### src/rtl/game_over_sequencer.sv
// Game-over banner sequencer: freezes play, drops the banner to centre,
// blinks it, then waits for a fresh restart press and pulses restart.
module game_over_sequencer #(
  parameter int BANNER_W     = 73,
  parameter int SCREEN_W     = 576,
  parameter int X_SCREEN     = (SCREEN_W - BANNER_W) / 2,
  parameter int Y_START      = 0,
  parameter int Y_TARGET     = 115,
  parameter int DROP_STEP    = 4,
  parameter int BLINK_FRAMES = 15,
  parameter int HOLD_FRAMES  = 120
) (
  input  logic        pixel_clk_in,
  input  logic        rst_in,
  input  logic        collision_info,
  input  logic        new_frame_in,
  input  logic        restart_btn_in,
  input  logic [11:0] offset_background_in,
  output logic [12:0] x_out,
  output logic [9:0]  y_out,
  output logic        frame_index_out,
  output logic        banner_visible_out,
  output logic        freeze_out,
  output logic        restart_out
);

  localparam int FCW = (HOLD_FRAMES > 1) ? $clog2(HOLD_FRAMES) : 1;
  localparam int BCW = (BLINK_FRAMES > 1) ? $clog2(BLINK_FRAMES) : 1;

  typedef enum logic [2:0] {
    IDLE,
    DROP,
    HOLD,
    ARMED,
    RESTART
  } state_t;

  state_t         state_q, state_d;
  logic [12:0]    x_q, x_d;
  logic [9:0]     y_q, y_d;
  logic           fi_q, fi_d;
  logic           vis_q, vis_d;
  logic           frz_q, frz_d;
  logic           rp_q, rp_d;
  logic [FCW-1:0] fcnt_q, fcnt_d;
  logic [BCW-1:0] bcnt_q, bcnt_d;
  logic           btn_prev_q;

  logic           btn_rise;
  logic [10:0]    y_sum;
  logic [9:0]     y_step;
  logic           blink_hit;
  logic           fi_blink;
  logic [BCW-1:0] bcnt_blink;

  assign btn_rise   = restart_btn_in & ~btn_prev_q;
  // Sum is one bit wider so a step past the target cannot wrap.
  assign y_sum      = {1'b0, y_q} + 11'(DROP_STEP);
  assign y_step     = (y_sum >= 11'(Y_TARGET)) ?
                      10'(Y_TARGET) : y_sum[9:0];
  assign blink_hit  = (bcnt_q == BCW'(BLINK_FRAMES - 1));
  assign fi_blink   = blink_hit ? ~fi_q : fi_q;
  assign bcnt_blink = blink_hit ? '0 : bcnt_q + 1'b1;

  // Next-state and next-output logic; everything lands in registers.
  always_comb begin
    state_d = state_q;
    x_d     = x_q;
    y_d     = y_q;
    fi_d    = fi_q;
    vis_d   = vis_q;
    frz_d   = frz_q;
    rp_d    = 1'b0;
    fcnt_d  = fcnt_q;
    bcnt_d  = bcnt_q;
    unique case (state_q)
      IDLE: begin
        y_d    = 10'(Y_START);
        fi_d   = 1'b0;
        vis_d  = 1'b0;
        frz_d  = 1'b0;
        fcnt_d = '0;
        bcnt_d = '0;
        if (collision_info) begin
          state_d = DROP;
          x_d     = {1'b0, offset_background_in}
                    + 13'(X_SCREEN);
          vis_d   = 1'b1;
          frz_d   = 1'b1;
        end
      end
      DROP: begin
        vis_d = 1'b1;
        frz_d = 1'b1;
        fi_d  = 1'b0;
        if (new_frame_in) begin
          y_d = y_step;
          if (y_step == 10'(Y_TARGET)) begin
            state_d = HOLD;
            fcnt_d  = '0;
            bcnt_d  = '0;
          end
        end
      end
      HOLD: begin
        if (new_frame_in) begin
          fcnt_d = fcnt_q + 1'b1;
          fi_d   = fi_blink;
          bcnt_d = bcnt_blink;
          if (fcnt_q == FCW'(HOLD_FRAMES - 1))
            state_d = ARMED;
        end
      end
      ARMED: begin
        if (btn_rise) begin
          state_d = RESTART;
          rp_d    = 1'b1;
          vis_d   = 1'b0;
          frz_d   = 1'b1;
        end else if (new_frame_in) begin
          fi_d   = fi_blink;
          bcnt_d = bcnt_blink;
        end
      end
      RESTART: begin
        state_d = IDLE;
        y_d     = 10'(Y_START);
        fi_d    = 1'b0;
        vis_d   = 1'b0;
        frz_d   = 1'b0;
        fcnt_d  = '0;
        bcnt_d  = '0;
      end
      default: state_d = IDLE;
    endcase
  end

  // State and output registers; the button history resets high so a
  // button held through reset cannot look like a fresh press.
  always_ff @(posedge pixel_clk_in) begin
    if (!rst_in) begin
      state_q    <= IDLE;
      x_q        <= '0;
      y_q        <= 10'(Y_START);
      fi_q       <= 1'b0;
      vis_q      <= 1'b0;
      frz_q      <= 1'b0;
      rp_q       <= 1'b0;
      fcnt_q     <= '0;
      bcnt_q     <= '0;
      btn_prev_q <= 1'b1;
    end else begin
      state_q    <= state_d;
      x_q        <= x_d;
      y_q        <= y_d;
      fi_q       <= fi_d;
      vis_q      <= vis_d;
      frz_q      <= frz_d;
      rp_q       <= rp_d;
      fcnt_q     <= fcnt_d;
      bcnt_q     <= bcnt_d;
      btn_prev_q <= restart_btn_in;
    end
  end

  assign x_out              = x_q;
  assign y_out              = y_q;
  assign frame_index_out    = fi_q;
  assign banner_visible_out = vis_q;
  assign freeze_out         = frz_q;
  assign restart_out        = rp_q;

endmodule

### config.mk
export PLATFORM = sky130hd
export DESIGN_NAME = game_over_sequencer
export DESIGN_NICKNAME = d
export VERILOG_FILES = /design/src/rtl/game_over_sequencer.sv
export SDC_FILE = /design/constraint.sdc
export NUM_CORES = 1
export LEC_CHECK = 0
export CAP_MARGIN = 30
export CORE_MARGIN = 2
export CORE_UTILIZATION = 45
export CTS_CLUSTER_DIAMETER = 200
export DETAILED_ROUTE_END_ITERATION = 10
export PLACE_DENSITY = 0.69
export SLEW_MARGIN = 40
export SYNTH_ARGS = -nofsm -noshare
export SYNTH_HDL_FRONTEND = slang
export SYNTH_SLANG_ARGS = --single-unit
export TNS_END_PERCENT = 10
### constraint.sdc
create_clock -name pixel_clk_in -period 2.4 [get_ports pixel_clk_in]
set_input_delay 0.48 -clock pixel_clk_in [delete_from_list [all_inputs] [get_ports pixel_clk_in]]
set_output_delay 0.48 -clock pixel_clk_in [all_outputs]
set_load 0.02 [all_outputs]
==> results of run 1 <==
[synthesized netlist by cell type (all sizes together), types with 4 or more instances]
master  count  area, um^2
nand2      18        67.6
a21oi      13        65.1
and3        7        48.8
xnor2       8        70.1
nand3      13        65.1
inv         6        22.5
a211oi      8        60.1
nor3        6        41.3
clkbuf      9        33.8
o21ai      21         105
dfxtp      42         841
nand2b      7        43.8
buf         4        25.0
and2        4        25.0
nor2b       5        31.3
nor2       31         116
a31oi       4        25.0
[cells by family after synthesis]
kind of cell | count (synthesis) | share of synthesized area
adder cells (fa/ha/maj) | 3 | 0.0174
flip-flops | 42 | 0.390
multiplexers | 4 | 0.0192
buffers and inverters | 19 | 0.0377
XOR/XNOR | 11 | 0.0447
AO/OA/AOI/OAI | 67 | 0.211
AND/OR/NAND/NOR | 113 | 0.280
[worst max path at each step]
stage / end / cells past startpoint / from / slack, ns
global placement: x_out[8] / 7 / offset_background_in[6] / 0.18
global route: y_out[4] / 6 / new_frame_in / 0.21
floorplan: state_q[0] / 6 / y_out[2] / 0.46
CTS: state_q[0] / 6 / y_out[2] / 0.37
finish: y_out[4] / 6 / new_frame_in / 0.36
detailed placement: y_out[4] / 6 / new_frame_in / 0.1
[report_power, final]
| part | internal [W] | switching (W) | total [W] |
|---|---|---|---|
| combinational | 0.0000979 | 0.000105 | 0.000203 |
| clock | 0.000232 | 0.000228 | 0.000460 |
| sequential | 0.000719 | 0.0000166 | 0.000735 |
[flip-flops by register name, indices dropped and copies added (netlist names)]
register	flops
fcnt_q	7
y_out	10
frame_index_out	1
state_q	3
btn_prev_q	1
restart_out	1
x_out	13
freeze_out	1
bcnt_q	4
banner_visible_out	1
[critical path, cell delays in order]
cell and delay [ns]:
clkdlybuf4s50_1 0.55, nor3b_1 0.23, and2_1 0.24, nor2_1 0.33
o21ai_0 0.15, a311oi_1 0.24
[layer usage]
metal | track usage | share of wire | vias up
met3 | 0.0525 | 0.047 | 4
li1 | - | - | 1027
met5 | 0 | 0 | -
met1 | 0.259 | 0.50 | 914
met4 | 0.0473 | 0.0065 | 0
met2 | 0.302 | 0.45 | 46
[metrics by stage]
step	cell area, um^2	util	setup WS (ns)	total power [W]	cells
floorplan	2160	-	0.463	0.000859	259
global placement	2650	0.568	0.178	0.000954	350
detailed placement	2650	0.568	0.0980	0.000955	350
CTS	2740	0.588	0.366	0.00142	358
global route	2740	0.588	0.211	0.00147	358
finish	2740	0.588	0.362	0.00140	358
[cell type report]
type | count | area, um^2
Fill cell | 445 | 1920
Multi-Input combinational cell | 198 | 1230
Sequential cell | 42 | 841
Timing Repair Buffer | 50 | 483
Clock buffer | 7 | 86.3
Tap cell | 54 | 67.6
Inverter | 6 | 22.5
Clock inverter | 1 | 5.00
==> metrics.md, run 1 <==
| Metric | Value |
|---|---|
| Status | finished, final reports clean |
| Remaining Overflow, GRT | 0 |
| Most frequent cells in the layout | 43 x clkdlybuf4s50_1, 42 x dfxtp_1, 31 x nor2_1, 21 x o21ai_0, 18 x nand2_1 |
| Setup-failing EPs final | 0 |
| Num Clock Sinks | 42 |
| I/O pin cnt | 44 |
| Arrival time at the worst endpoint | between 2 and 2.5 ns |
| Post-Route WL | 4770 um |
| Gpl congestion | 0.825 |
| Critical Path Fanout Max | 8 |
| CTS Hold Buffers Added | 0 |
| Hold WS | 0.474 ns |
| Hold Path Class | reg2reg |
| Nets | 323 |
| Relative slew slack | 0.497 |
| Post-Syn Area | 2160 um^2 |
| Layout cells sized above 1 | 0.0724 |
| Max-cap violation count | 0 |
| Die area | around 5400 um^2 |
| CTS root buffer | clkbuf_8 |
| Vias/cell | between 5 and 6 |
| FF-to-FF path depth | 6 |
| Final hold vios | 0 |
| Seq/Total Area, Yosys | 0.390 |
| FF-to-FF setup slack | 0.37 ns |
| DRC | 0 |
| Tmin final | slightly above 2 ns |
| Initial antenna violation count | 0 |
| Core Area | 4660 um^2 |
| VDD IR max | around 0.27 mV |
| RSZ-0062 raised after global routing | false |
| TritonCTS buffer count | 5 |
| Synth warn | 0 |
| TNS Setup | 0 ns |
| Synthesized flop and latch total | 42 |
| Hold-critical path endpoint | freeze_out |
| Area Growth Syn to Fin | 27.0% |
| Worst Setup End Kind | flip-flop |
| Ys async rst share | 0 |
| Row Count | 25 |
| Post-Syn Area per Cell | 8.32 um^2 |
| Crit path kind | in2reg |
| First-pass GRT wire length | around 8200 um |
| Slew @ Worst Pin | around 0.75 ns |
| Clock-pin transition on the worst setup and hold timing paths | 0.07 ns |
| Die width | 73.2 um |
| DRT iter0 DRCs | 154 |
| ANT nets after route | 0 |
| Input/output buffers | 43 |
| Die Ht | 73.2 um |
| Cts repair resizes | 0 |
| Vias in the first global route | 1811 |
| Clk_lat worst skew | between 0.2 and 0.3 ns |
| Commonest non-fill, non-tap cell in the layout | clkdlybuf4s50_1 |
| Maximum clock frequency | 491 MHz |
| Critical R2R Launch | y_out[2] |
| H-tree levels | 2 |
| EDFF count, synth | 0 |
| Dpl hpwl | 3500 um |
| Clock Skews | about 0.0043 ns |
| Max-slew violation count | 0 |
| Critical path required time | 2.59 ns |
| Worst reg2reg path endpoint | state_q[0] |
| Mapped Nets | about 280 |
| Initial core utilization | 0.463 |
| Worst setup SP type | primary input |
| Largest net degree at the start of global routing | 24 |
| Gr usage total | 0.192 |
| Vias | 1991 |
| Period utilization | 0.849 |
| DR WL/cell | 13.3 um |
| Yosys cell types | 52 |
| Hold path cells | 2 |
| Top_reg_cell synth | dfxtp_1 |
| # diodes | 0 |
| Post-CTS Repair Setup Buffers | 0 |
| Power density over the cells | 510 nW/um^2 |
| Hold_sp | freeze_out |
| Mapped Cells | around 260 |
| Lkg Pwr | a little under 1 nW |
| CTS tree | yes |
| Max clock buf depth | 2 |
| TritonRoute pass-1 iters | 4 |
Power figures use the tool's default switching activity.
==> run 2, diff against run 1 <==
- clock period: 2.4 -> 2 ns (I/O delays scaled with it)
==> metrics.md, run 2 (synthesis results as in run 1) <==
| Metric | Value |
|---|---|
| Initial antenna violation count | 0 (unchanged) |
| Status | finished, final reports clean |
| Critical Path, Cell by Cell | ha_1 -> xnor2_1 -> a31oi_1 -> a32oi_4 -> or3_1 -> and3b_1 |
| Max-cap violation count | 0 (unchanged) |
| Area Growth Syn to Fin | 35.9% |
| CTS tree | yes |
| Row Count | 25 (unchanged) |
| Worst Setup SP | y_out[2] |
| Area post-placement | 2850 um^2 (+7.6%) |
| H-tree levels | 2 (unchanged) |
| Post-layout util | 0.629 (+0.0411) |
| Hold_sp | freeze_out |
| Critical R2R Launch | y_out[2] |
| PnR worst setup slack | 0.117 ns (-0.245 ns) |
| Arrival time at the worst endpoint | 2.08 ns (-0.14 ns) |
| Post-route cell area | 2930 um^2 (+7.0%) |
| DRT iter0 DRCs | 96 (-38%) |
| Register Area | 841 um^2 (unchanged) |
| Nets | 348 (+7.7%) |
| Relative slew slack | 0.623 (+0.127) |
| Clock-pin transition on the worst setup and hold timing paths | 0.08 ns (about the same) |
| Worst Setup End Kind | flip-flop |
| Critical Path Fanout Max | 5 (-3) |
| Maximum clock frequency | between 500 and 600 MHz |
| Tmin final | 1.88 ns |
| Max-slew violation count | 0 (unchanged) |
| ANT nets after route | 0 (unchanged) |
| Remaining Overflow, GRT | 0 (unchanged) |
| Vias | 2082 (+4.6%) |
| TNS Setup | 0 ns (unchanged) |
| Top Family by Delay on Critical Path | simple AND/OR/NAND/NOR gates |
| # diodes | 0 (unchanged) |
| Total power | 0.00170 W (+21%) |
| Vias/cell | 5.46 (-1.7%) |
| M1 wire length | 2400 um (+0.84%) |
| Setup-failing EPs final | 0 (unchanged) |
| CTS root buffer | clkbuf_8 |
| Clk_lat worst skew | 0.29 ns (about the same) |
| DR WL/cell | 13.3 um (-0.34%) |
| Final hold vios | 0 (unchanged) |
| TritonRoute pass-1 iters | 4 (unchanged) |
| Commonest non-fill, non-tap cell in the layout | clkdlybuf4s50_1 |
| Gr usage total | 0.202 (+0.0105) |
| Gpl congestion | 0.808 (-2.1%) |
| Initial core utilization | 0.463 (unchanged) |
| Crit path kind | reg2reg |
| Met3 WL | 244 um (+8.4%) |
| Dpl hpwl | 3760 um (+7.5%) |
| DRC | 0 (unchanged) |
| Cts repair resizes | 0 (unchanged) |
| Die Ht | 73.2 um (unchanged) |
| I/O pin cnt | 44 (unchanged) |
| First-pass GRT wire length | 8620 um (+5.2%) |
| TritonCTS buffer count | 5 (unchanged) |
| Num Clock Sinks | 42 (unchanged) |
| Post-Place Worst Slack | -0.133 ns (-0.231 ns) |
| Clock Skews | 0.00811 ns (+0.00379 ns) |
| Max clock buf depth | 2 (unchanged) |
| Post-Route WL | 5050 um (+6.1%) |
| Die width | 73.2 um (unchanged) |
| Core Area | 4660 um^2 (unchanged) |
| CTS Hold Buffers Added | 0 (unchanged) |
| Hold Path Class | reg2reg |
| RSZ-0062 raised after global routing | false |
| Period utilization | 0.941 |
| Max incr delay on CP | 0.40 ns (-0.15 ns) |
| Crit-path slowest cell | or3_1 |
| Vias in the first global route | 1961 (+8.3%) |
| Worst setup SP type | flip-flop |
| Multi-input gate area | 1230 um^2 (unchanged) |
| Critical path required time | 2.20 ns (-0.39 ns) |
| Layout cells sized above 1 | 0.141 (+0.0683) |
| Input/output buffers | 43 (unchanged) |
| Max FFs per register | 13 (unchanged) |
| Post-CTS Repair Setup Buffers | 0 (unchanged) |
| Top layer in use | met4 |
| Slew @ Worst Pin | 0.564 ns (-0.190 ns) |
| VDD IR max | 0.399 mV (+48%) |
| Met2 routed WL | 2340 um (+10%) |
| Fill cells | 421 (-5.4%) |
| Lkg Pwr | 1.09 nW (+13%) |
| WP buf/inv | 0 (-1) |
| Die area | 5360 um^2 (unchanged) |
| Largest net degree at the start of global routing | 24 (unchanged) |
| Most frequent cells in the layout | 43 x clkdlybuf4s50_1, 42 x dfxtp_1, 31 x nor2_1, 31 x buf_4, 21 x o21ai_0 |
| Power density over the cells | 579 nW/um^2 (+14%) |
run 2: cell count changes in the layout (fill, tap and decap cells not counted), sizes merged:
cell,before,now
clkbuf,7,6
clkinv,1,0
buf,7,32
run 2: layout make-up:
class	instances	area share
Tap cell	54	0.0231
Clock buffer	6	0.0282
Multi-Input combinational cell	198	0.421
Inverter	6	0.00769
Sequential cell	42	0.287
Timing Repair Buffer	75	0.233
run 2: worst paths after layout:
check	depth (start not counted)	to	slack, ns
max reg2reg	6	state_q[0]	0.12
min	2	freeze_out	0.47
max	6	state_q[0]	0.12
min reg2reg	2	freeze_out	0.47
run 2: per-layer routing:
metal | vias up | track usage
met3 | 8 | 0.0539
met4 | 0 | 0.0700
met2 | 47 | 0.327
met5 | - | 0
li1 | 1076 | -
met1 | 951 | 0.259
run 2: power by group:
part	leakage (nW)	internal, W	switching, W
clock network	0.0431	0.000266	0.000273
logic	0.703	0.000143	0.000133
registers	0.342	0.000862	0.0000204
run 2: worst register-to-register path: stages (launching register included):
cell and delay (ns):
dfxtp_1 0.35, ha_1 0.25, xnor2_1 0.14, a31oi_1 0.28, a32oi_4 0.20, or3_1 0.40, and3b_1 0.18
run 2: metrics by stage:
stage	hold WS, ns	std cells
detailed placement	0.461	375
finish	0.475	381
global route	0.492	381
CTS	0.480	381
global placement	0.451	375
floorplan	0.432	259
